===== src/rtl/norm_check_defines_pkg.sv =====
// Shared types and constants for the norm-check memory reader/writer pair.
// Modes, write FSM states and per-mode beat totals.
package norm_check_defines_pkg;

  typedef enum logic [1:0] {
    z_bound   = 2'd0,
    r0_bound  = 2'd1,
    ct0_bound = 2'd2
  } chk_norm_mode_t;

  typedef enum logic [1:0] {
    WR_IDLE,
    WR_MEM,
    WR_FLUSH,
    WR_DONE
  } chk_write_state_e;

  localparam int Z_NUM_BEATS = 448;
  localparam int R_NUM_BEATS = 512;

  // Counter value of the final beat for a given mode.
  function automatic logic [9:0] last_beat_idx(
    input logic [1:0] mode
  );
    if (mode == z_bound)
      return 10'(Z_NUM_BEATS - 1);
    return 10'(R_NUM_BEATS - 1);
  endfunction

endpackage


===== src/rtl/norm_check_mem_writer.sv =====
// Streams packed coefficient beats into consecutive polynomial memory words
// for the norm-check reader; length set by the norm-check mode.
module norm_check_mem_writer
  import norm_check_defines_pkg::*;
#(
  parameter int REG_SIZE       = 24,
  parameter int MEM_ADDR_WIDTH = 15,
  parameter int COEFF_PER_BEAT = 4
) (
  input  logic                               clk,
  input  logic                               reset_n,
  input  logic                               zeroize,
  input  logic                               en_i,
  input  logic [1:0]                         mode_i,
  input  logic [MEM_ADDR_WIDTH-1:0]          base_addr_i,
  input  logic                               data_valid_i,
  input  logic [COEFF_PER_BEAT*REG_SIZE-1:0] data_i,
  output logic                               data_ready_o,
  output logic                               mem_wr_en_o,
  output logic [MEM_ADDR_WIDTH-1:0]          mem_wr_addr_o,
  output logic [COEFF_PER_BEAT*REG_SIZE-1:0] mem_wr_data_o,
  output logic                               busy_o,
  output logic                               done_o,
  output logic                               err_o
);

  chk_write_state_e            state;
  logic [9:0]                  cnt;
  logic [1:0]                  mode_q;
  logic [MEM_ADDR_WIDTH-1:0]   base_q;
  logic                        accept;
  logic                        last_beat;

  assign data_ready_o = (state == WR_MEM);
  assign busy_o       = (state != WR_IDLE);
  assign accept       = data_ready_o & data_valid_i;
  assign last_beat    = (cnt == last_beat_idx(mode_q));

  always_ff @(posedge clk or negedge reset_n) begin
    if (!reset_n) begin
      state         <= WR_IDLE;
      cnt           <= '0;
      mode_q        <= '0;
      base_q        <= '0;
      mem_wr_en_o   <= 1'b0;
      mem_wr_addr_o <= '0;
      mem_wr_data_o <= '0;
      done_o        <= 1'b0;
      err_o         <= 1'b0;
    end else if (zeroize) begin
      state         <= WR_IDLE;
      cnt           <= '0;
      mode_q        <= '0;
      base_q        <= '0;
      mem_wr_en_o   <= 1'b0;
      mem_wr_addr_o <= '0;
      mem_wr_data_o <= '0;
      done_o        <= 1'b0;
      err_o         <= 1'b0;
    end else begin
      mem_wr_en_o <= 1'b0;
      done_o      <= 1'b0;
      unique case (state)
        WR_IDLE: begin
          if (en_i) begin
            mode_q <= mode_i;
            base_q <= base_addr_i;
            cnt    <= '0;
            err_o  <= 1'b0;
            // Reserved mode skips straight to completion, flagged.
            if (mode_i == 2'h3) begin
              state  <= WR_DONE;
              done_o <= 1'b1;
              err_o  <= 1'b1;
            end else begin
              state <= WR_MEM;
            end
          end
        end
        WR_MEM: begin
          if (accept) begin
            mem_wr_en_o   <= 1'b1;
            mem_wr_addr_o <= base_q + MEM_ADDR_WIDTH'(cnt);
            mem_wr_data_o <= data_i;
            cnt           <= cnt + 10'd1;
            if (last_beat)
              state <= WR_FLUSH;
          end
        end
        WR_FLUSH: begin
          state  <= WR_DONE;
          done_o <= 1'b1;
        end
        WR_DONE: state <= WR_IDLE;
        default: state <= WR_IDLE;
      endcase
    end
  end

endmodule


===== config.mk =====
export PLATFORM = sky130hd
export DESIGN_NAME = norm_check_mem_writer
export DESIGN_NICKNAME = d
export VERILOG_FILES = /design/src/rtl/norm_check_defines_pkg.sv /design/src/rtl/norm_check_mem_writer.sv
export SDC_FILE = /design/constraint.sdc
export NUM_CORES = 1
export LEC_CHECK = 0
export ABC_AREA = 1
export CAP_MARGIN = 20
export CORE_AREA = 3 3 148 150
export DETAILED_ROUTE_END_ITERATION = 12
export DIE_AREA = 0 0 151 153
export GPL_TIMING_DRIVEN = 1
export SLEW_MARGIN = 10
export SYNTH_ARGS = -nofsm -noshare
export SYNTH_HDL_FRONTEND = slang
export SYNTH_SLANG_ARGS = --single-unit

===== constraint.sdc =====
create_clock -name clk -period 4.15 [get_ports clk]
set_clock_uncertainty 0.15 [all_clocks]
set_input_delay 1.245 -clock clk [delete_from_list [all_inputs] [get_ports clk]]
set_output_delay 1.245 -clock clk [all_outputs]
set_load 0.005 [all_outputs]

==> results.sh, run 1 <==
export IMPL_outcome="completed"
export IMPL_grt_max_degree=73
export IMPL_drc=0
export IMPL_cts_tree="done"
export IMPL_setup_violations=0
export IMPL_cp_max_fo=5
export IMPL_ir_drop_mv=0.200
export IMPL_critPathKind="flip-flop to primary output"
export IMPL_seqCellArea_um2=3580
export IMPL_cp_cell_sequence="inv_1 -> ha_1 -> inv_1 -> clkdlybuf4s50_1"
export IMPL_drive_above_1_share_pct=6.13
export IMPL_layout_min_cycle_time_ps=3270
export IMPL_diodes=0
export IMPL_gr_usage_met2_pct=24.8
export IMPL_cts_setup_buffers=0
export IMPL_worstReg2RegEnd="mem_wr_addr_o[2]"
export IMPL_mostFrequentLayoutCells="clkdlybuf4s50_1, dfrtp_1, nand2_1, a22o_1, inv_1"
export IMPL_clock_latency_ps=420
export IMPL_startpoint="state[1]"
export IMPL_cp_slowest_stage_delay_ps=530
export IMPL_path_clk_slew_ps=60
export IMPL_grt_remaining_overflow=0
export IMPL_wirelength_mm=18.6
export IMPL_synth_nets=737
export IMPL_crit_path_top_delay_cell="clkdlybuf4s50_1"
export IMPL_cp_endpoint="busy_o"
export IMPL_ys_top_cells_by_area="dfrtp_1, a22o_1, nand2_1"
export IMPL_grt_use_total_pct=16.1
export IMPL_ys_ff_latch=143
export IMPL_required_ps=2750
export IMPL_total_leakage_power_nw=4.36
export IMPL_ys_seq_area_share_pct=57.9
export IMPL_rr_worst_depth=7
export IMPL_antenna_found_initial=1
export IMPL_via_per_inst=4.71
export IMPL_max_slew_worst_pin_slew_ps=725
export IMPL_yosysWarnings=0
export IMPL_ant_nets=0
export IMPL_gp_congestion=0.807
export IMPL_slew_limit_headroom_pct=51.5
export IMPL_yosysTopAreaCellShare_pct=57.9
export IMPL_crit_path_frequent_cell="inv_1"
export IMPL_cts_buffers=17
export IMPL_clockBufferDepth=2
export IMPL_layout_commonest_cell="clkdlybuf4s50_1"
export IMPL_htreeDepth=4
export IMPL_area_growth_syn_to_layout_pct=52.7
export IMPL_multi_input_area_um2=2250
export IMPL_r2r_setup_slack_ps=1820
export IMPL_grt_most_used_layer="met2"
export IMPL_grt_met1_usage_pct=21.6
export IMPL_crit_path_start_kind="flip-flop"
export IMPL_fp_dieW_um=151
export IMPL_grt_pass1_vias=5055
export IMPL_place_hpwl_mm=13.5
export IMPL_postCtsHoldBufs=0
export IMPL_hold_class="flip-flop to flip-flop"
export IMPL_drt_iter0_markers=263
export IMPL_die_area_um2=23100
export IMPL_fin_setup_tns_ps=0
export IMPL_root_buffer="clkbuf_16"
export IMPL_cts_num_sinks=143
export IMPL_vias=5287
export IMPL_io_buffers=233
export IMPL_dp_slack_ps=732
export IMPL_r2r_start="state[1]"
export IMPL_grt_use_met3_pct=5.43
export IMPL_wl_per_cell_um=16.6
export IMPL_nets=968
export IMPL_syn_area_um2=6180
export IMPL_fin_ws_ps=883
export IMPL_yosysTopAreaCell="dfrtp_1"
export IMPL_cp_arrival_ps=1870
export IMPL_synthesis_area_per_instance_um2=10.2
export IMPL_grt_setup_unrepaired="false"
export IMPL_final_util_pct=45.3
export IMPL_fill_cells=1996
export IMPL_post_route_period_util_pct=78.7
export IMPL_end_kind="primary output"
export IMPL_finalMaxSlewViolations=0
export IMPL_maxCapViolations=0
export IMPL_powerDensity_nw_per_um2=448
export IMPL_rows=53
export IMPL_hold_viol=0
export IMPL_clock_fmax_mhz=306
export IMPL_dr_pass1_iters=4
export IMPL_die_h_um=153
export IMPL_yosysUniqueCellTypes=28
export IMPL_ctsResizeCount=0
export IMPL_initial_core_util_pct=29.7
export IMPL_syn_inst=604
export IMPL_io_pins=234
export IMPL_core_area_um2=20800
export IMPL_grt_pass1_wl_mm=29.1
[cells by family (layout without fill, tap and decap cells)]
logic type	count (synthesis)	in the layout	synth area share, %
fa+ha+maj	15	15	3.16
xor+xnor	2	2	0.284
flops	143	143	57.9
simple gates	205	205	14.3
buf+inv	91	335	5.99
compound gates	148	148	18.4
[how the worst min path moves through the flow]
stage	start	end	slack, ps	depth (start not counted)
4_1_cts	mem_wr_addr_o[3]	mem_wr_addr_o[3]	330	2
3_5_place_dp	mem_wr_addr_o[3]	mem_wr_addr_o[3]	320	2
2_1_floorplan	state[0]	state[0]	320	2
3_3_place_gp	mem_wr_addr_o[5]	mem_wr_addr_o[5]	320	2
5_1_grt	mem_wr_data_o[41]	mem_wr_data_o[41]	360	1
6_report	mem_wr_addr_o[6]	mem_wr_addr_o[6]	330	2
[power breakdown]
group          internal (W)  total (W)  switching, W
Clock              0.000861    0.00151      0.000645
Sequential          0.00157    0.00169      0.000119
Combinational      0.000546    0.00103      0.000487
Total               0.00298    0.00423       0.00125
[critical path: cells and delay by family, from the launching register on]
kind,cells,cell delay [ps]
flops,1,440
fa+ha+maj,1,240
buf+inv,3,780
[area by class of cell]
class | count | area share, %
flip-flops and latches | 143 | 37.9
repair buffers | 241 | 25.9
multi-input cells | 370 | 23.8
clock buffers | 18 | 4.65
well taps | 275 | 3.65
inverters | 62 | 2.53
clock inverters | 14 | 1.55
[Yosys cell counts (all sizes together)]
master / n
o21ai: 33
nor3: 1
clkbuf: 10
fa: 1
ha: 14
a21boi: 1
nand3: 49
nor2: 30
a22o: 98
a32o: 1
or2: 1
nand4: 7
a21oi: 12
nand2: 115
o22ai: 2
xor2: 2
o21bai: 1
inv: 62
buf: 19
dfrtp: 143
nand3b: 2
[registers in the layout, indices dropped and copies added, names as in the netlist]
register       count
mem_wr_data_o     96
base_q            15
mem_wr_addr_o     15
cnt               10
mode_q             2
state              2
done_o             1
err_o              1
mem_wr_en_o        1
[layer usage]
metal / part of all wire, % / up-vias
met5: 0.070 / -
met4: 1.2 / 2
met2: 45 / 191
met3: 9.2 / 19
met1: 45 / 2522
li1: - / 2553
[per-stage QoR]
| step | std cells | total power [W] | cell area (um2) | hold WS (ps) |
|---|---|---|---|---|
| 6_report | 1123 | 0.00423 | 9440 | 330 |
| 5_1_grt | 1123 | 0.00447 | 9440 | 359 |
| 4_1_cts | 1123 | 0.00429 | 9430 | 332 |
| 3_5_place_dp | 1091 | 0.00275 | 8840 | 315 |
| 2_1_floorplan | 604 | 0.00216 | 6180 | 319 |
| 3_3_place_gp | 1091 | 0.00275 | 8840 | 318 |
No activity file was read; power rests on OpenSTA's default activity.
==> inputs of run 2 (changes only) <==
Clock period 4.15 ns to 2.8 ns, I/O delays scaled along.
==> results.sh, run 2 (synthesized netlist as in run 1, its figures left out) <==
export IMPL_mostFrequentLayoutCells="clkdlybuf4s50_1, dfrtp_1, nand2_1, a22o_1, inv_1"
export IMPL_finalMaxSlewViolations=0
export IMPL_layout_min_cycle_time_ps=2700
export IMPL_regMostFlops="mem_wr_data_o"
export IMPL_via_per_inst=4.65
export IMPL_largest_register_ffs=96
export IMPL_r2r_start="cnt[0]"
export IMPL_io_buffers=233
export IMPL_total_leakage_power_nw=4.39
export IMPL_hold_viol=0
export IMPL_critPathKind="flip-flop to primary output"
export IMPL_max_slew_worst_pin_slew_ps=459
export IMPL_antenna_found_initial=1
export IMPL_path_clk_slew_ps=70
export IMPL_vias=5243
export IMPL_end_kind="primary output"
export IMPL_r2r_setup_slack_ps=600
export IMPL_switching_share_pct=30.6
export IMPL_ant_nets=0
export IMPL_clkPwrFrac_pct=35.4
export IMPL_grt_pass1_wl_mm=28.9
export IMPL_die_area_um2=23100
export IMPL_die_h_um=153
export IMPL_clockBufferDepth=2
export IMPL_drt_met1_wl_mm=8.16
export IMPL_grt_pass1_vias=5064
export IMPL_outcome="completed"
export IMPL_required_ps=1810
export IMPL_setup_violations=0
export IMPL_p_seq_share_pct=39.3
export IMPL_cts_buffers=17
export IMPL_initial_core_util_pct=29.7
export IMPL_cp_max_fo=5
export IMPL_cts_tree="done"
export IMPL_reg_largest_list="mem_wr_data_o x96, base_q x15, mem_wr_addr_o x15"
export IMPL_p_int_w=0.00439
export IMPL_grt_max_degree=97
export IMPL_wirelength_mm=18.8
export IMPL_rows=53
export IMPL_route_met2_wl_mm=8.57
export IMPL_cp_arrival_ps=1710
export IMPL_layout_commonest_cell="clkdlybuf4s50_1"
export IMPL_power_switching_w=0.00194
export IMPL_cts_num_sinks=143
export IMPL_area_growth_syn_to_layout_pct=53.4
export IMPL_wl_per_cell_um=16.6
export IMPL_maxCapViolations=0
export IMPL_diodes=0
export IMPL_postCtsHoldBufs=0
export IMPL_htreeDepth=4
export IMPL_io_pins=234
export IMPL_hold_class="input pin to asynchronous set/reset pin"
export IMPL_ir_drop_mv=0.316
export IMPL_grt_remaining_overflow=0
export IMPL_core_area_um2=20800
export IMPL_met3WireLength_mm=1.84
export IMPL_crit_path_start_kind="flip-flop"
export IMPL_clock_latency_ps=410
export IMPL_slew_limit_headroom_pct=69.4
export IMPL_drc=0
export IMPL_root_buffer="clkbuf_16"
export IMPL_post_route_period_util_pct=96.5
export IMPL_drt_iter0_markers=263
export IMPL_fin_setup_tns_ps=0
export IMPL_drive_above_1_share_pct=6.81
export IMPL_worstReg2RegEnd="mem_wr_addr_o[6]"
export IMPL_rr_worst_depth=8
export IMPL_nets=972
export IMPL_place_hpwl_mm=13.5
export IMPL_fp_dieW_um=151
export IMPL_powerDensity_nw_per_um2=667
export IMPL_top_layer_used="met5"
export IMPL_grt_setup_unrepaired="false"
export IMPL_dr_pass1_iters=7
export IMPL_clock_fmax_mhz=370
export IMPL_final_util_pct=45.5
export IMPL_gp_congestion=0.839
export IMPL_p_comb_share_pct=25.3
export IMPL_grt_use_total_pct=16.0
==> run 2: changes by cell type in the layout (fill, tap and decap cells not counted), sizes merged <==
cell / previous run / this run
inv: 67 / 72
buf: 9 / 13
bufinv: 1 / 0
clkinv: 4 / 3
clkinvlp: 4 / 1
==> run 2: through the flow <==
| step | instances | power [W] | instance area, um2 | hold slack [ps] | setup WS, ps |
|---|---|---|---|---|---|
| floorplan | 604 | 0.00320 | 6180 | 319 | 940 |
| global placement | 1094 | 0.00411 | 8890 | 316 | 193 |
| detailed placement | 1094 | 0.00412 | 8890 | 316 | 166 |
| CTS | 1127 | 0.00641 | 9470 | 204 | 23.0 |
| global route | 1127 | 0.00667 | 9480 | 208 | 9.32 |
| finish | 1127 | 0.00632 | 9480 | 199 | 98.6 |
==> run 2: power groups by stage <==
stage / registers, W / logic (W) / clock network, W
2_1_floorplan: 0.00252 / 0.000674 / 0
3_3_place_gp: 0.00254 / 0.00158 / 0
4_1_cts: 0.00249 / 0.00162 / 0.00230
6_report: 0.00249 / 0.00160 / 0.00223
3_5_place_dp: 0.00253 / 0.00159 / 0
5_1_grt: 0.00252 / 0.00177 / 0.00239
==> run 2: area by class of cell <==
type                    instances  area [um2]
fillers                      2012       11300
clock inverters                14         136
inverters                      62         239
flip-flops and latches        143        3580
clock buffers                  18         439
multi-input cells             370        2240
repair buffers                245        2500
well taps                     275         344
==> run 2: worst max-delay path: stages (launching register included) <==
cell and delay, ps:
dfrtp_1 390, inv_1 80, ha_1 280, clkdlybuf4s50_1 550
==> run 2: worst max-delay path by stage <==
stage                        start                 to  slack [ps]  cells after the start
final                     state[1]       data_ready_o         100                      3
after floorplan             cnt[0]  mem_wr_addr_o[10]         940                     10
after CTS                 state[0]             busy_o          20                      4
after global placement     zeroize             cnt[2]         190                      8
after detailed placement   zeroize             cnt[2]         170                      8
after global routing      state[1]       data_ready_o           9                      3
==> run 2: repair_timing <==
item | in CTS | in global routing
resized for setup | 0 | 2
endpoints found under the setup margin | 1 | 1
setup buffers | 1 | 0
==> run 2: per-layer routing <==
layer / vias up / global-route usage [%]
met4: 2 / 3.58
met2: 178 / 24.6
met5: - / 0
li1: 2563 / -
met3: 16 / 5.96
met1: 2484 / 21.6
==> inputs of run 3 (changes only) <==
Settings changed: CELL_PAD_IN_SITES_DETAIL_PLACEMENT from default to 1, CELL_PAD_IN_SITES_GLOBAL_PLACEMENT from default to 1, PLACE_DENSITY_LB_ADDON from default to 0.1, SKIP_CTS_REPAIR_TIMING from default to 1.
==> results.sh, run 3 (synthesized netlist as in run 1, its figures left out) <==
export IMPL_finalMaxSlewViolations=0
export IMPL_cts_buffers=17
export IMPL_max_slew_worst_pin_slew_ps=602
export IMPL_final_util_pct=45.8
export IMPL_outcome="completed"
export IMPL_nets=976
export IMPL_fill_cells=2332
export IMPL_required_ps=1810
export IMPL_mostFrequentLayoutCells="clkdlybuf4s50_1, dfrtp_1, nand2_1, a22o_1, inv_1"
export IMPL_layout_commonest_cell="clkdlybuf4s50_1"
export IMPL_io_pins=234
export IMPL_wirelength_mm=21.5
export IMPL_r2r_setup_slack_ps=620
export IMPL_setup_violations=0
export IMPL_fp_dieW_um=151
export IMPL_largest_register_ffs=96
export IMPL_crit_buf_inv=3
export IMPL_grt_max_degree=50
export IMPL_crit_cells=4
export IMPL_cp_arrival_ps=1750
export IMPL_hold_viol=0
export IMPL_antenna_found_initial=2
export IMPL_rr_worst_depth=10
export IMPL_crit_path_start_kind="flip-flop"
export IMPL_drc=0
export IMPL_post_route_period_util_pct=97.9
export IMPL_dpl_cell_count=1098
export IMPL_clockBufferDepth=2
export IMPL_via_per_inst=4.83
export IMPL_grt_remaining_overflow=0
export IMPL_reg_largest_list="mem_wr_data_o x96, base_q x15, mem_wr_addr_o x15"
export IMPL_wl_per_cell_um=19.0
export IMPL_die_h_um=153
export IMPL_layout_min_cycle_time_ps=2740
export IMPL_drive_above_1_share_pct=7.13
export IMPL_ant_nets=0
export IMPL_crit_path_top_delay_cell="clkdlybuf4s50_1"
export IMPL_cp_slowest_stage_delay_ps=510
export IMPL_switching_share_pct=29.1
export IMPL_p_comb_share_pct=25.2
export IMPL_cp_max_fo=5
export IMPL_die_area_um2=23100
export IMPL_path_clk_slew_ps=70
export IMPL_cts_num_sinks=143
export IMPL_htreeDepth=4
export IMPL_grt_use_total_pct=18.6
export IMPL_cts_tree="done"
export IMPL_initial_core_util_pct=29.7
export IMPL_regMostFlops="mem_wr_data_o"
export IMPL_slew_limit_headroom_pct=59.9
export IMPL_powerDensity_nw_per_um2=681
export IMPL_clock_latency_ps=420
export IMPL_core_area_um2=20800
export IMPL_end_kind="primary output"
export IMPL_ir_drop_mv=0.399
export IMPL_p_int_w=0.00460
export IMPL_stdcell_count=1132
export IMPL_path_delay_family="buffers and inverters"
export IMPL_place_hpwl_mm=16.1
export IMPL_cp_cell_sequence="inv_1 -> ha_1 -> inv_2 -> clkdlybuf4s50_1"
export IMPL_grt_pass1_wl_mm=33.8
export IMPL_total_leakage_power_nw=4.42
export IMPL_drt_iter0_markers=312
export IMPL_dr_pass1_iters=4
export IMPL_grt_setup_unrepaired="true"
export IMPL_area_growth_syn_to_layout_pct=54.5
export IMPL_gp_congestion=0.850
export IMPL_io_buffers=233
export IMPL_grt_pass1_vias=5914
export IMPL_worstReg2RegEnd="mem_wr_addr_o[14]"
export IMPL_root_buffer="clkbuf_16"
export IMPL_maxCapViolations=0
export IMPL_p_seq_share_pct=38.4
export IMPL_clkPwrFrac_pct=36.4
export IMPL_critPathKind="flip-flop to primary output"
export IMPL_clock_fmax_mhz=365
export IMPL_rows=53
export IMPL_vias=5473
export IMPL_r2r_start="cnt[0]"
export IMPL_whs_ps=150
export IMPL_power_switching_w=0.00189
export IMPL_hold_class="input pin to asynchronous set/reset pin"
==> run 3: power by group through the flow <==
| stage | clock network [W] | logic, W | registers, W |
|---|---|---|---|
| floorplan | 0 | 0.000674 | 0.00252 |
| global placement | 0 | 0.00161 | 0.00253 |
| detailed placement | 0 | 0.00164 | 0.00254 |
| CTS | 0.00243 | 0.00165 | 0.00251 |
| global route | 0.00253 | 0.00180 | 0.00253 |
| finish | 0.00236 | 0.00164 | 0.00250 |
==> run 3: cell type report <==
class,count,area [um2],area share [%]
diodes,1,2.50,0.0262
clock inverters,14,184,1.93
multi-input cells,370,2240,23.5
inverters,62,239,2.50
clock buffers,18,429,4.50
well taps,275,344,3.60
repair buffers,249,2530,26.5
flip-flops and latches,143,3580,37.5
==> run 3: worst max-delay path by stage <==
stage | startpoint | to | slack (ps)
after CTS | state[1] | busy_o | -90
after global placement | zeroize | mem_wr_data_o[81] | 310
after floorplan | cnt[0] | mem_wr_addr_o[10] | 940
final | state[0] | busy_o | 60
after global routing | state[0] | busy_o | -30
after detailed placement | en_i | base_q[13] | 240
==> run 3: through the flow <==
stage	setup slack (ps)	total power [W]	TNS (ps)	area, um2
2_1_floorplan	940	0.00320	0	6180
3_3_place_gp	314	0.00414	0	8920
3_5_place_dp	239	0.00418	0	8920
4_1_cts	-93.6	0.00658	-114	9530
5_1_grt	-25.1	0.00687	-39.8	9540
6_report	59.2	0.00650	0	9550
==> run 3: layer usage <==
layer	up-vias	routed length, um	GRT usage [%]
li1	2562	-	-
met4	2	397	5.61
met3	27	1720	5.81
met5	-	13	0
met2	190	10000	29.7
met1	2692	9320	24.1
